### src/rtl/nibble_lock_if.sv
// -----------------------------------------------------------------------------
// nibble_lock_if
// Groups the serial-entry, control and comparator signals of the code lock.
//   master modport : the user/comparator side that drives serial bits,
//                    relock/load_key pulses and the comparator eq result, and
//                    observes the code, key and status outputs.
//   slave modport  : nibble_lock_fsm itself.
// Signals:
//   ser_in, ser_valid   serial code bit (MSB first) and its qualifier
//   relock, load_key    single-cycle control pulses used in OPEN
//   eq                  comparator output, 1 when a == b
//   a, b                entered code and stored key, to the comparator
//   unlocked, fail, locked_out, busy, fail_cnt   registered status
// -----------------------------------------------------------------------------
interface nibble_lock_if;
  logic       ser_in;
  logic       ser_valid;
  logic       relock;
  logic       load_key;
  logic       eq;
  logic [3:0] a;
  logic [3:0] b;
  logic       unlocked;
  logic       fail;
  logic       locked_out;
  logic       busy;
  logic [2:0] fail_cnt;

  modport master (
    output ser_in, ser_valid, relock, load_key, eq,
    input  a, b, unlocked, fail, locked_out, busy, fail_cnt
  );

  modport slave (
    input  ser_in, ser_valid, relock, load_key, eq,
    output a, b, unlocked, fail, locked_out, busy, fail_cnt
  );
endinterface

### src/rtl/nibble_lock_fsm.sv
// -----------------------------------------------------------------------------
// nibble_lock_fsm
// Serial-entry code-lock controller wrapped around an external 4-bit equality
// comparator. A nibble is shifted in MSB first, presented on a together with
// the stored key on b, and the comparator's eq is sampled one cycle later.
// States: IDLE, SHIFT, CHECK, OPEN and (optionally) LOCKOUT.
//
// Optional feature macro: NIBBLE_LOCK_LOCKOUT_EN
//   defined   : MAX_TRIES consecutive wrong codes enter LOCKOUT for LOCK_CYCLES
//   undefined : no LOCKOUT state/timer, locked_out tied low, every wrong code
//               returns to IDLE with a fail pulse
//
// Ports:
//   clk   rising-edge clock
//   rst   asynchronous active-high reset
//   bus   nibble_lock_if.slave (serial input, control pulses, eq in;
//         a, b, unlocked, fail, locked_out, busy, fail_cnt out)
// Parameters: MAX_TRIES (1..7), LOCK_CYCLES (1..255), KEY_RESET.
// -----------------------------------------------------------------------------
module nibble_lock_fsm #(
  parameter int unsigned MAX_TRIES   = 3,
  parameter int unsigned LOCK_CYCLES = 16,
  parameter logic [3:0]  KEY_RESET   = 4'b1010
) (
  input  logic         clk,
  input  logic         rst,
  nibble_lock_if.slave bus
);

  // Elaboration-time range checks on the configuration.
  if (MAX_TRIES < 1 || MAX_TRIES > 7) begin : g_bad_max_tries
    $error("nibble_lock_fsm: MAX_TRIES must be 1..7");
  end
  if (LOCK_CYCLES < 1 || LOCK_CYCLES > 255) begin : g_bad_lock_cycles
    $error("nibble_lock_fsm: LOCK_CYCLES must be 1..255");
  end

`ifdef NIBBLE_LOCK_LOCKOUT_EN
  typedef enum logic [2:0] {S_IDLE, S_SHIFT, S_CHECK, S_OPEN, S_LOCKOUT} state_t;
`else
  typedef enum logic [2:0] {S_IDLE, S_SHIFT, S_CHECK, S_OPEN} state_t;
`endif

  state_t     state_q, state_d;
  logic [3:0] a_q, a_d;
  logic [3:0] b_q, b_d;
  logic [2:0] bit_cnt_q, bit_cnt_d;
  logic [2:0] fail_cnt_q, fail_cnt_d;
  logic       load_flag_q, load_flag_d;
  logic       unlocked_q, unlocked_d;
  logic       fail_q, fail_d;
  logic       locked_out_q, locked_out_d;
  logic       busy_q, busy_d;
  logic [2:0] fail_cnt_inc;
`ifdef NIBBLE_LOCK_LOCKOUT_EN
  logic [7:0] timer_q, timer_d;
`endif

  // Failure count saturates at 7 rather than wrapping.
  assign fail_cnt_inc = (fail_cnt_q == 3'd7) ? 3'd7 : fail_cnt_q + 3'd1;

  always_comb begin
    state_d     = state_q;
    a_d         = a_q;
    b_d         = b_q;
    bit_cnt_d   = bit_cnt_q;
    fail_cnt_d  = fail_cnt_q;
    load_flag_d = load_flag_q;
    fail_d      = 1'b0;
`ifdef NIBBLE_LOCK_LOCKOUT_EN
    timer_d     = timer_q;
`endif

    case (state_q)
      S_IDLE: begin
        if (bus.ser_valid) begin
          a_d       = {a_q[2:0], bus.ser_in};
          bit_cnt_d = 3'd1;
          state_d   = S_SHIFT;
        end
      end

      S_SHIFT: begin
        // After the 4th bit, a is held for one full cycle so the comparator
        // settles before CHECK samples eq.
        if (bit_cnt_q == 3'd4) begin
          state_d = S_CHECK;
        end else if (bus.ser_valid) begin
          a_d       = {a_q[2:0], bus.ser_in};
          bit_cnt_d = bit_cnt_q + 3'd1;
        end
      end

      S_CHECK: begin
        bit_cnt_d = 3'd0;
        if (load_flag_q) begin
          b_d         = a_q;
          load_flag_d = 1'b0;
          state_d     = S_OPEN;
        end else if (bus.eq) begin
          fail_cnt_d = 3'd0;
          state_d    = S_OPEN;
        end else begin
          fail_d     = 1'b1;
          fail_cnt_d = fail_cnt_inc;
          state_d    = S_IDLE;
`ifdef NIBBLE_LOCK_LOCKOUT_EN
          if (fail_cnt_inc == 3'(MAX_TRIES)) begin
            state_d = S_LOCKOUT;
            timer_d = 8'(LOCK_CYCLES);
          end
`endif
        end
      end

      S_OPEN: begin
        // relock has priority over load_key.
        if (bus.relock) begin
          state_d = S_IDLE;
        end else if (bus.load_key) begin
          state_d     = S_SHIFT;
          load_flag_d = 1'b1;
          bit_cnt_d   = 3'd0;
        end
      end

`ifdef NIBBLE_LOCK_LOCKOUT_EN
      S_LOCKOUT: begin
        timer_d = timer_q - 8'd1;
        if (timer_q <= 8'd1) begin
          state_d    = S_IDLE;
          fail_cnt_d = 3'd0;
        end
      end
`endif

      default: state_d = S_IDLE;
    endcase

    // Status outputs are registered versions of the next-state decode.
    // During a key load the lock stays open until that CHECK completes.
    unlocked_d = (state_d == S_OPEN) || load_flag_d;
    busy_d     = (state_d == S_SHIFT) || (state_d == S_CHECK);
`ifdef NIBBLE_LOCK_LOCKOUT_EN
    busy_d       = busy_d || (state_d == S_LOCKOUT);
    locked_out_d = (state_d == S_LOCKOUT);
`else
    locked_out_d = 1'b0;
`endif
  end

  always_ff @(posedge clk or posedge rst) begin
    if (rst) begin
      state_q      <= S_IDLE;
      a_q          <= 4'd0;
      b_q          <= KEY_RESET;
      bit_cnt_q    <= 3'd0;
      fail_cnt_q   <= 3'd0;
      load_flag_q  <= 1'b0;
      unlocked_q   <= 1'b0;
      fail_q       <= 1'b0;
      locked_out_q <= 1'b0;
      busy_q       <= 1'b0;
    end else begin
      state_q      <= state_d;
      a_q          <= a_d;
      b_q          <= b_d;
      bit_cnt_q    <= bit_cnt_d;
      fail_cnt_q   <= fail_cnt_d;
      load_flag_q  <= load_flag_d;
      unlocked_q   <= unlocked_d;
      fail_q       <= fail_d;
      locked_out_q <= locked_out_d;
      busy_q       <= busy_d;
    end
  end

`ifdef NIBBLE_LOCK_LOCKOUT_EN
  always_ff @(posedge clk or posedge rst) begin
    if (rst) begin
      timer_q <= 8'd0;
    end else begin
      timer_q <= timer_d;
    end
  end
`endif

  assign bus.a          = a_q;
  assign bus.b          = b_q;
  assign bus.unlocked   = unlocked_q;
  assign bus.fail       = fail_q;
  assign bus.locked_out = locked_out_q;
  assign bus.busy       = busy_q;
  assign bus.fail_cnt   = fail_cnt_q;

endmodule

### src/flat_wrapper.sv
// flat-port wrapper written by rule: the top's interface ports become plain ports
module nibble_lock_fsm_flat 
#(
  parameter int unsigned MAX_TRIES   = 3,
  parameter int unsigned LOCK_CYCLES = 16,
  parameter logic [3:0]  KEY_RESET   = 4'b1010
)
  (clk, rst, bus_ser_in, bus_ser_valid, bus_relock, bus_load_key, bus_eq, bus_a, bus_b, bus_unlocked, bus_fail, bus_locked_out, bus_busy, bus_fail_cnt);
  nibble_lock_if bus_i ();
  input  logic clk;
  input  logic rst;
  input wire logic [$bits(bus_i.ser_in)-1:0] bus_ser_in;
  input wire logic [$bits(bus_i.ser_valid)-1:0] bus_ser_valid;
  input wire logic [$bits(bus_i.relock)-1:0] bus_relock;
  input wire logic [$bits(bus_i.load_key)-1:0] bus_load_key;
  input wire logic [$bits(bus_i.eq)-1:0] bus_eq;
  output wire logic [$bits(bus_i.a)-1:0] bus_a;
  output wire logic [$bits(bus_i.b)-1:0] bus_b;
  output wire logic [$bits(bus_i.unlocked)-1:0] bus_unlocked;
  output wire logic [$bits(bus_i.fail)-1:0] bus_fail;
  output wire logic [$bits(bus_i.locked_out)-1:0] bus_locked_out;
  output wire logic [$bits(bus_i.busy)-1:0] bus_busy;
  output wire logic [$bits(bus_i.fail_cnt)-1:0] bus_fail_cnt;
  assign bus_i.ser_in = bus_ser_in;
  assign bus_i.ser_valid = bus_ser_valid;
  assign bus_i.relock = bus_relock;
  assign bus_i.load_key = bus_load_key;
  assign bus_i.eq = bus_eq;
  assign bus_a = bus_i.a;
  assign bus_b = bus_i.b;
  assign bus_unlocked = bus_i.unlocked;
  assign bus_fail = bus_i.fail;
  assign bus_locked_out = bus_i.locked_out;
  assign bus_busy = bus_i.busy;
  assign bus_fail_cnt = bus_i.fail_cnt;
  nibble_lock_fsm #(.MAX_TRIES(MAX_TRIES), .LOCK_CYCLES(LOCK_CYCLES), .KEY_RESET(KEY_RESET)) u_core (.clk(clk), .rst(rst), .bus(bus_i));
endmodule
### config.mk
export PLATFORM = sky130hd
export DESIGN_NAME = nibble_lock_fsm_flat
export DESIGN_NICKNAME = d
export VERILOG_FILES = /design/src/rtl/nibble_lock_if.sv /design/src/rtl/nibble_lock_fsm.sv /design/src/flat_wrapper.sv
export SDC_FILE = /design/constraint.sdc
export NUM_CORES = 1
export LEC_CHECK = 0
export CAP_MARGIN = 30
export CORE_ASPECT_RATIO = 1.25
export CORE_UTILIZATION = 51
export CTS_CLUSTER_DIAMETER = 150
export DETAILED_ROUTE_END_ITERATION = 10
export GPL_TIMING_DRIVEN = 0
export PLACE_DENSITY = 0.87
export SLEW_MARGIN = 20
export SYNTH_ARGS = -nofsm -noshare
export SYNTH_HDL_FRONTEND = slang
export SYNTH_SLANG_ARGS = --single-unit
### constraint.sdc
create_clock -name clk -period 3.1 [get_ports clk]
set_input_delay 0.62 -clock clk [delete_from_list [all_inputs] [get_ports clk]]
set_output_delay 0.62 -clock clk [all_outputs]
set_load 0.005 [all_outputs]
# Word-level counts from Yosys, hierarchy flattened
# Index checks and enable logic that the tools add are counted.
# op_classes
reduce_logical	9
mux	24
n_addsub	2
eq_ne	13
bitwise_logic	1
# ops
cell	count
$mux 3	12
$pmux 3 s4	2
$eq 3x2->1 const B	4
$ne 2x2->1 const B	5
$mux 4	2
$pmux 4 s2	1
$add 3x1->3 const B	2
$eq 3x1->1 const B	2
$eq 3x3->1 const B	2
$reduce_and 2->1	3
$reduce_and 6->1	1
$mux 1	5
$reduce_bool 4->1	1
$logic_not 3->1	1
$logic_or 1x1->1	2
$mux 2	1
$pmux 1 s2	1
$reduce_bool 2->1	1
$not 1->1	1
# word_totals
output_inout_bits	15
ff_bits	21

# Depth between registers and ports, before layout
# logic_depth
depth_word	5
depth_mapped	6

# Worst setup path before layout
# OpenSTA, ideal clock, no wires.
# synth_timing
kind	input to register
start	in bus_relock
end	reg u_core.bit_cnt_q[1]
required_time_ps	2980
path_slack_ps	1534
stages	4
n_path_buf	0
arrival_ps	1446
cell_sequence	nand2b_1 a311oi_2 a21oi_1 a31o_1
# synth_between
elab_chain_cells	2
# synth_rtl
item	line	text
start: declaration	flat_wrapper.sv:14	input wire logic [$bits(bus_i.relock)-1:0] bus_relock;
$ne 2x2->1 (no line)	--	
$reduce_and 6->1 (no line)	--	
end signal: assignment	nibble_lock_fsm.sv:168	bit_cnt_q <= bit_cnt_d;
end: declaration	nibble_lock_fsm.sv:47	logic [2:0] bit_cnt_q, bit_cnt_d;
# No other way between the ends.
# A chain may end at the register's enable or synchronous reset.

# Worst setup path after layout
# layout_timing
start	reg u_core.b_q[1] (netlist: u_core.bus.b[1])
end	out bus_b[1]
# layout_rtl
item	line	text
start: declaration	nibble_lock_fsm.sv:46	logic [3:0] b_q, b_d;
start signal: assignment	nibble_lock_fsm.sv:156	b_q <= KEY_RESET;
start signal: assignment	nibble_lock_fsm.sv:167	b_q <= b_d;
end: declaration	flat_wrapper.sv:18	output wire logic [$bits(bus_i.b)-1:0] bus_b;
# No word-level cell between the ends.

==> metrics.md <==
| Metric | Value |
|---|---|
| Largest area contributor in the netlist | dfrtp_1 |
| Seq/Total Area, Yosys | 55.16% |
| TritonCTS buffer count | 3 |
| Clock Path Buffers | 2 |
| Hold Crit Class | register to register |
| Commonest non-fill, non-tap cells in the layout | 20 x clkdlybuf4s50_1, 19 x dfrtp_1, 8 x mux2_2 |
| Mapped Cells | 83 |
| Outcome | finished, final reports clean |
| Min Tclk post-route | 1.979 ns |
| WP data arrival | 1.36 ns |
| DR vias/cell | 5.622 |
| Clock power share | 20.6% |
| Worst-Skew Late Latency | 0.30 ns |
| Vias in the first global route | 675 |
| Final setup vio count | 0 |
| Multi-input gate area | 405.4 µm² |
| Yosys cell types | 32 |
| Sw frac | 27.29% |
| Post-cts resize count | 0 |
| XOR/XNOR Fraction of Synth Area | 0% |
| HPWL after detailed placement | 1.297 mm |
| Top cells by area, synth | dfrtp_1 50%, mux2_2 9.4%, dfstp_2 5.5% |
| Yosys reg bits | 21 |
| Die area | 0.002055 mm² |
| Pre-CTS WS | 0.9653 ns |
| Number of synthesis warnings | 0 |
| Pre-antenna DRT Iters | 4 |
| Routed Antenna Nets | 0 |
| Core Box Area | 0.001765 mm² |
| Worst path cell trace | clkdlybuf4s50_1 |
| # DRC | 0 |
| Worst Setup Start Kind | register |
| I/O Buffers | 20 |
| Slew margin rel. | 47.19% |
| First-pass GRT wire length | 2.718 mm |
| Average size of a mapped cell | 11.53 µm² |
| CTS HTree Levels | 1 |
| Fin crit share | 63.83% |
| Setup TNS | 0 ns |
| Clock skew | 0.002797 ns |
| Synth top area share | 49.67% |
| Row count | 17 |
| Post-synthesis simple-gate area fraction | 13.86% |
| VDD IR max | 0.4491 mV |
| Critical path required time | 2.48 ns |
| Initial core utilization | 54.22% |
| Routed WL | 1.734 mm |
| Max_cap viols | 0 |
| Ratio of cells with drive above 1 in the final layout | 20.37% |
| Flop pwr share | 55.0% |
| RSZ-0062 raised after global routing | no |
| Hold Violations, Final | 0 |
| Hold_ws | 0.5354 ns |
| Post-synthesis adder-cell area fraction | 3.922% |
| Buffers and inverters on the worst path | 1 |
| Die W | 40.75 µm |
| Worst Path Max Fanout | 2 |
| Via count | 714 |
| Layout fillers | 132 |
| Largest net degree at the start of global routing | 22 |
| Crit path kind | register to output pin |
| Iteration-0 DRC Markers | 9 |
| # diodes | 0 |
| Synth Area in Compound Gates | 14.38% |
| Commonest non-fill, non-tap cell in the layout | clkdlybuf4s50_1 |
| Clk Tree Root Cell | clkbuf_4 |
| Top Family by Delay on Critical Path | flip-flops |
| Syn Std Cell Area | 957.2 µm² |
| Leakage power | 0.5436 nW |
| Int Power | 0.4598 mW |
| Slowest-stage cell, CP | dfstp_2 |
| Mux share of post-synthesis cell area | 9.412% |
| Die Height | 50.44 µm |
| Grt ovf | 0 |
| Final net count | 119 |
| CTS Sinks | 21 |
| Register area | 528.0 µm² |
| DR WL/cell | 13.65 µm |
| Setup bufs post-CTS | 0 |
| Num ports | 22 |
| Worst-margin pin slew | 0.7913 ns |
| Slowest stage delay, CP | 0.55 ns |
| GP Congestion | 0.8106 |
| Main combinational cell family by area after synthesis | compound AO/OA/AOI/OAI gates |
| Synthesis-to-layout area growth | 26.67% |
| Slew Limit Fails | 0 |
| Comb power frac | 24.4% |
| CTS Hold Bufs | 0 |
| Clock Pin Slew Worst Setup and Hold Paths | 0.11 ns |
| Nature of the critical path endpoint | output pin |
| Setup ws final | 1.121 ns |
| PD cells | 521.6 mW/mm² |
| Initial antenna violation count | 0 |
| NetSw | 0.1726 mW |
| Fmax | 0.5054 GHz |
| GRT Util Overall | 19.70% |
| CTS tree | built |
## worst paths after layout
path | startpoint | to | slack [ns] | cells after the start
setup / recovery | u_core.bus.b[1]$_DFFE_PP1P_ | bus_b[1] | 1.12 | 1
hold / removal | u_core.bus.b[2]$_DFFE_PP0P_ | u_core.bus.b[2]$_DFFE_PP0P_ | 0.54 | 1
setup reg to reg | u_core.bit_cnt_q[0]$_DFFE_PP0P_ | u_core.bit_cnt_q[1]$_DFFE_PP0P_ | 1.54 | 6
hold reg to reg | u_core.bus.b[2]$_DFFE_PP0P_ | u_core.bus.b[2]$_DFFE_PP0P_ | 0.54 | 1
max in group asynchronous | rst | u_core.bit_cnt_q[1]$_DFFE_PP0P_ | 1.86 | 2
min in group asynchronous | rst | u_core.bus.fail$_DFF_PP0_ | 0.75 | 2
## kinds of logic (layout without fill, tap and decap cells)
kind of cell	Yosys count	in the layout
AND/OR/NAND/NOR	24	24
flip-flops	21	21
AO/OA/AOI/OAI	20	20
multiplexers	8	8
buffers and inverters	6	30
adder cells (fa/ha/maj)	3	3
other	1	2
## sequential cells by signal (all words and copies together), names as in the netlist
| name | count |
|---|---|
| u_core.bus.fail | 1 |
| u_core.state_q | 3 |
| u_core.bus.b | 4 |
| u_core.bit_cnt_q | 3 |
| u_core.bus.fail_cnt | 3 |
| u_core.load_flag_q | 1 |
| u_core.bus.unlocked | 1 |
| u_core.bus.a | 4 |
| u_core.bus.busy | 1 |
## synthesized netlist by cell type (all sizes together)
master,number
a21oi,6
nand2b,3
or3,2
a21o,1
buf,2
a31o,2
a211oi,1
nor3,1
mux2,8
a22oi,1
inv,4
ha,3
nor2,7
a311oi,1
o31ai,1
and2,1
nand2,3
o21bai,1
dfrtp,19
o211ai,1
nand3b,1
and3,1
nand3,4
o21ai,5
dfstp,2
or3b,1
conb,1
## through the flow
stage	power (mW)	instances	area [µm²]	util, %
after floorplan	0.4191	84	960.9	-
after global placement	0.4989	123	1185	67.12
after detailed placement	0.5094	123	1185	67.12
after CTS	0.6386	127	1212	68.67
after global routing	0.6758	127	1212	68.67
final	0.6323	127	1212	68.67
## metal layers
layer	global-route usage, %	vias to the layer above	share of wire [%]
met5	0	-	0
met4	7.778	0	0.58
met3	7.080	2	5.8
met2	33.86	26	56
met1	20.29	345	37
li1	-	341	-
## cell type report
type	instances	area share [%]
clock inverters	1	0.4128
multi-input cells	57	33.44
well taps	19	1.961
flip-flops and latches	21	43.55
plain buffers	2	1.032
inverters	4	1.238
clock buffers	3	1.858
repair buffers	20	16.51
## power by group through the flow
| stage | Clock [mW] | Sequential (mW) | Combinational [mW] |
|---|---|---|---|
| after floorplan | 0 | 0.350 | 0.0688 |
| after global placement | 0 | 0.351 | 0.148 |
| after detailed placement | 0 | 0.353 | 0.156 |
| after CTS | 0.134 | 0.348 | 0.156 |
| after global routing | 0.148 | 0.356 | 0.172 |
| final | 0.130 | 0.348 | 0.154 |
Note: power is estimated with default switching activity, not from simulation.
